--- config.mk ---
export PLATFORM = sky130hd
export DESIGN_NAME = alu_result_stage
export DESIGN_NICKNAME = d
export VERILOG_FILES = /design/src/rtl/alu_result_stage.sv
export SDC_FILE = /design/constraint.sdc
export NUM_CORES = 1
export LEC_CHECK = 0
export CAP_MARGIN = 20
export CORE_MARGIN = 3
export CORE_UTILIZATION = 40
export CTS_CLUSTER_SIZE = 8
export DETAILED_ROUTE_END_ITERATION = 7
export GPL_ROUTABILITY_DRIVEN = 0
export GPL_TIMING_DRIVEN = 0
export PLACE_DENSITY = 0.75
export REMOVE_ABC_BUFFERS = 1
export SYNTH_ARGS = -nofsm -noshare
export SYNTH_HDL_FRONTEND = slang
export SYNTH_SLANG_ARGS = --single-unit
export TNS_END_PERCENT = 1
--- constraint.sdc ---
create_clock -name clk -period 2.1 [get_ports clk]
set_input_delay 0.315 -clock clk [delete_from_list [all_inputs] [get_ports clk]]
set_output_delay 0.315 -clock clk [all_outputs]
set_load 0.02 [all_outputs]
--- src/rtl/alu_result_stage.sv ---
// 4-bit add result stage: Z/C/V/N flags, 2-entry FIFO with valid/ready, pop counter, sticky overflow.
// Optional feature: define ALU_RES_SAT_EN for signed saturation of the result on overflow.
module alu_result_stage #(
  parameter int unsigned CNT_W = 8
) (
  input  logic             clk,
  input  logic             rst,
  input  logic             in_valid,
  output logic             in_ready,
  input  logic [3:0]       AMod,
  input  logic [3:0]       BMod,
  output logic             out_valid,
  input  logic             out_ready,
  output logic [3:0]       Res,
  output logic [3:0]       Flags,
  input  logic             clr_sticky,
  output logic             ovf_sticky,
  output logic [CNT_W-1:0] op_cnt
);

  localparam int unsigned DATA_W = 4;
  localparam int unsigned DEPTH  = 2;

  typedef struct packed {
    logic [DATA_W-1:0] res;
    logic              z;
    logic              c;
    logic              v;
    logic              n;
  } entry_t;

  typedef enum logic [1:0] {
    EMPTY = 2'd0,
    ONE   = 2'd1,
    FULL  = 2'd2
  } state_t;

  state_t            state_q;
  state_t            state_d;
  entry_t            mem [DEPTH];
  logic              wr_ptr;
  logic              rd_ptr;
  logic              push;
  logic              pop;
  logic [DATA_W:0]   sum5;
  logic [DATA_W-1:0] r_wrap;
  logic [DATA_W-1:0] r_fin;
  logic              v_raw;
  entry_t            new_entry;

  // Adder and flag derivation for the incoming operand pair
  always_comb begin
    sum5   = {1'b0, AMod} + {1'b0, BMod};
    r_wrap = sum5[DATA_W-1:0];
    v_raw  = (AMod[3] == BMod[3]) && (r_wrap[3] != AMod[3]);
    r_fin  = r_wrap;
`ifdef ALU_RES_SAT_EN
    if (v_raw) begin
      r_fin = AMod[3] ? 4'b1000 : 4'b0111;
    end
`endif
    new_entry.res = r_fin;
    new_entry.z   = (r_fin == 4'b0000);
    new_entry.c   = sum5[DATA_W];
    new_entry.v   = v_raw;
    new_entry.n   = r_fin[3];
  end

  // Occupancy FSM and handshake/head decode from registered state
  always_comb begin
    state_d   = state_q;
    in_ready  = (state_q != FULL);
    out_valid = (state_q != EMPTY);
    push      = in_valid && (state_q != FULL);
    pop       = out_ready && (state_q != EMPTY);
    Res       = '0;
    Flags     = '0;
    if (state_q != EMPTY) begin
      Res   = mem[rd_ptr].res;
      Flags = {mem[rd_ptr].z, mem[rd_ptr].c, mem[rd_ptr].v, mem[rd_ptr].n};
    end
    case (state_q)
      EMPTY:   if (push) state_d = ONE;
      ONE: begin
        if (push && !pop)      state_d = FULL;
        else if (pop && !push) state_d = EMPTY;
      end
      FULL:    if (pop) state_d = ONE;
      default: state_d = EMPTY;
    endcase
  end

  always_ff @(posedge clk) begin
    if (rst) begin
      state_q    <= EMPTY;
      wr_ptr     <= 1'b0;
      rd_ptr     <= 1'b0;
      op_cnt     <= '0;
      ovf_sticky <= 1'b0;
    end else begin
      state_q <= state_d;
      if (push) wr_ptr <= ~wr_ptr;
      if (pop) begin
        rd_ptr <= ~rd_ptr;
        op_cnt <= op_cnt + CNT_W'(1);
      end
      // Set has priority over clear
      if (push && new_entry.v) ovf_sticky <= 1'b1;
      else if (clr_sticky)     ovf_sticky <= 1'b0;
    end
  end

  // Storage needs no reset: entries are only visible while occupied
  always_ff @(posedge clk) begin
    if (push) mem[wr_ptr] <= new_entry;
  end

endmodule

Yosys cells after proc, flatten, opt, wreduce, memory -nomap -nowiden. Memories as Yosys holds them, arrays and structs flattened. A register that Yosys moved wholly into a read port is not among the register bits. Cells that the tools add are included.

Output and inout bits: 19. Input bits: 13. Flip-flop bits (word level): 13. Word-level logic and storage cells: 44. Memories kept: 1. RAM bits: 16.

Eq/ne operators: 8. $add $sub $neg: 2. Bitwise operators: 2. Multiplexer cells: 13. Reduce and logical (&&, ||, !) cells: 13.

Memories: mem (words 2, width 8, rd ports 1, clocked after memory_dff 1, write ports 1, RTL line 40) `entry_t mem [DEPTH];`.

Operator list (number): $add 8x1->8 const B (1); $mux 2 (4); $mux 4 (2); $logic_and 1x1->1 (6); $mux 1 (6); $ne 2x2->1 const B (3); $pmux 2 s3 (1); $add 4x4->5 (1); $logic_not 4->1 (1); $reduce_bool 2->1 (2); $ne 3x3->1 const B (1); $reduce_and 3->1 (1); $eq 2x1->1 const B (1); $eq 2x2->1 const B (1); $logic_not 1->1 (2); $logic_not 2->1 (1); $not 1->1 (2); $eq 1x1->1 (1); $ne 1x1->1 (1).

Depth between registers and ports, before layout.
Word-level depth: 7. Depth in mapped cells: 8. Gate-level depth less buffers: 7.

Least setup slack after synthesis. No wires, ideal clock.

Path type: input port to flip-flop. Start: input port AMod[0]. End: memory mem[0][3] in the netlist's numbering, data pin. Library setup time: 0.182 ns. Required time: 1.918 ns. Cell stages on the path: 5. Path buffers: 0. Arrival: 1.263 ns. Path slack: 0.655 ns. Path through: ha_1 -> inv_1 -> fa_1 -> inv_1 -> nor4_2.

RTL lines: from (decl) (RTL line 10) `input logic [3:0] AMod,`; to (decl) (RTL line 40).

Worst setup path after layout.
Start: register state_q[1]. End: output port Res[3].

Longest elaborated chain between the ends: 2.

Ends and longest elaborated chain: from (decl) (RTL line 38) `state_t state_q;`; from (signal assigned) (RTL line 101) `state_q <= state_d;`; $reduce_bool 2->1 (RTL line 78) `if (state_q != EMPTY) begin`; $mux 4 (RTL line 78); to (decl) (RTL line 14) `output logic [3:0] Res,`.

No other way between the ends.

==> reports/metrics.csv <==
metric,value,unit
Pint,0.797,mW
DR iter-0 viols,33,
worst vdd ir,0.000335,V
# diodes,0,
die width,63.7,um
final hold violation count,0,
Num Clock Sinks,28,
Worst Path Max Fanout,8,
H-Tree Level Count,1,
clk_lat worst skew,330,ps
final wirelength,2290,um
Tightest Hold Check Type,reg -> reg,
Mapped Avg Cell Area,11.1,um2
layout cell share with drive strength beyond 1,8.67,%
register share of total power,59.6,%
Post-Syn Area,0.00133,mm2
period utilization,94.6,%
die area,0.00405,mm2
core area,0.00310,mm2
CP arrival,1670,ps
Site Rows,20,
Pwr Density,636,mW/mm2
post-route ant nets,0,
io pins,32,
# fillers,293,
Sw Pwr,0.283,mW
post-DP HPWL,1800,um
CTS clock-pin slew for the worst setup and hold paths,140,ps
startpoint of the worst hold path,ovf_sticky$_SDFFE_PP0P_,
reg-to-reg setup timing slack,580,ps
Clock Root Buffer,clkbuf_4,
Starting Density,42.9,%
"EDFF count, synth",14,
P_leak,0.642,nW
Most used DFF post-synth,edfxtp_1,
Rel. slew slack,61.4,%
RSZ-0062 raised after global routing,no,
total gr overflow,0,
placement-stage cell area,0.00166,mm2
Worst Path Required,1780,ps
port bufs,31,
FF/Latch Area,704,um2
hold slack final,470,ps
largest net degree at the start of global routing,16,
max-cap viol count,0,
Final setup viols,0,
worst slew pin tran,577,ps
status,completed,
CP startpoint,state_q[1]$_SDFFE_PP0P_,
Yosys reg bits,28,
CTS Buf Count,3,
CTS tree,done,
Die Y,63.7,um
DRC,0,
setup tns final,0,ps
fin crit period,1990,ps
nets,171,
Tot GR Track Use,12.2,%
design area,0.00170,mm2
"Slew Viols, Final",0,
1st-pass router iterations,4,
Final Total Pwr,1.08,mW
Vias,907,
Sw Share,26.2,%
Max Clock Freq,503,MHz
"critical path, cell by cell",nor2_4 > nor2_1 > clkdlybuf4s50_1,
post-synthesis sequential area ratio,52.7,%
WL/cell,11.8,um
Clk network pwr share,20.8,%
Crit. End Element,output port,
slowest cell delay on critical path,620,ps
number of global-route vias before repair,884,
area delta synth->final,27.7,%
ys async rst share,0,%
first-pass GRT wire length,3930,um
area of the multi-input gates,576,um2
crit path kind,reg -> out,
Synth Warn #,0,
unique cell type count in the Yosys netlist,33,
Max Clock Skew,1.58,ps
worst r2r src,state_q[0]$_SDFFE_PP0P_,
Comb pwr share,19.6,%
Max Buffers Root-to-Sink,2,
antenna violations before repair,0,
postcts setup bufs,0,
post-synthesis cell count,120,
Crit-path slowest cell,clkdlybuf4s50_1,
vias per inst,4.68,
crit start category,flop,
## flip-flops by register name, indices dropped and copies added, names as in the netlist, named ones only
signal,count
state_q,2
rd_ptr,1
ovf_sticky,1
mem,14
wr_ptr,1
op_cnt,8
## metal layers
layer  vias to the layer above  part of all wire, %  GRT usage, %
li1                        466                    -             -
met2                        17                   51          21.5
met4                         0                  1.2          4.85
met5                         -                    0             0
met3                         2                  2.6          2.14
met1                       422                   45          14.7
## final timing paths
| kind | to | cells after the start |
|---|---|---|
| max reg2reg | mem[0][4]$_DFFE_PP_ | 3 |
| min reg2reg | ovf_sticky$_SDFFE_PP0P_ | 2 |
| min | ovf_sticky$_SDFFE_PP0P_ | 2 |
| max | Res[3] | 3 |
## worst max-delay path, delay by kind of cell (launching register included)
kind	cells	cell delay (ps)
buffers and inverters	1	620
flip-flops	1	490
AND/OR/NAND/NOR	2	230
## placed cells by master (no fill, tap or decap)
cell type	instances
dfxtp_1	11
clkbuf_1	1
nor2_1	24
mux2i_1	9
a21o_1	1
a21oi_2	1
inv_1	7
o211ai_2	1
clkbuf_4	3
o21ai_0	2
nor3_1	1
edfxtp_1	14
xor2_1	8
or3_1	2
a21oi_1	2
ha_1	6
nand2b_1	1
nand4_1	1
and3_1	2
a31oi_1	1
fa_1	1
o2111a_1	1
nor4_2	1
o21ai_2	1
nand2_1	5
nor2b_1	1
o21ai_1	1
nor2_4	1
clkdlybuf4s50_1	31
nor3b_1	1
dfxtp_2	3
xnor2_1	3
nand2b_4	1
nand2_4	1
## power by group through the flow
stage                     combinational (mW)  sequential [mW]  clock (mW)
final                                  0.211            0.644       0.225
after global routing                   0.232            0.649       0.251
after CTS                              0.214            0.644       0.231
after detailed placement               0.214            0.655           0
after global placement                 0.207            0.652           0
after floorplan                        0.120            0.653           0
## cell usage after synthesis, drive strengths merged (2+ instances only)
library cell | number | area, um2
edfxtp | 14 | 420
inv | 7 | 26.3
mux2i | 9 | 90.1
xnor2 | 3 | 26.3
and3 | 2 | 12.5
dfxtp | 14 | 280
nor2 | 25 | 93.8
o21ai | 4 | 23.8
ha | 6 | 75.1
nand2b | 2 | 20.0
buf | 4 | 31.3
or3 | 2 | 12.5
nand2 | 6 | 30.0
xor2 | 8 | 70.1
a21oi | 3 | 18.8
## cell families after synthesis
logic type | share of synthesized area (%)
AOI/OAI and AO/OA | 6.02
xor gates and xnor gates | 7.24
adders and majority gates | 7.15
buffers and inverters | 4.61
DFF | 52.7
muxes | 6.77
and+or+nand+nor | 15.5
## what timing repair did
action / 4_1_cts / 5_1_grt
gates resized for setup: 4 / 1
gates cloned: 0 / 0
hold buffers: 0 / 0
endpoints found under the setup margin: 9 / 5
## metrics by stage
stage | utilization, % | worst slack, ps | instances
finish | 54.7 | 113 | 194
global route | 54.7 | 16.9 | 194
CTS | 54.6 | 73.7 | 194
detailed placement | 53.5 | 22.3 | 190
global placement | 53.5 | 81.3 | 190
floorplan | - | 551 | 115
## cell type report
type | instances | area share [%]
flip-flops and latches | 28 | 41.5
multi-input cells | 80 | 33.9
well taps | 44 | 3.24
repair buffers | 31 | 18.3
clock buffers | 4 | 1.55
inverters | 7 | 1.55
Note: power is estimated with default switching activity, not from simulation.
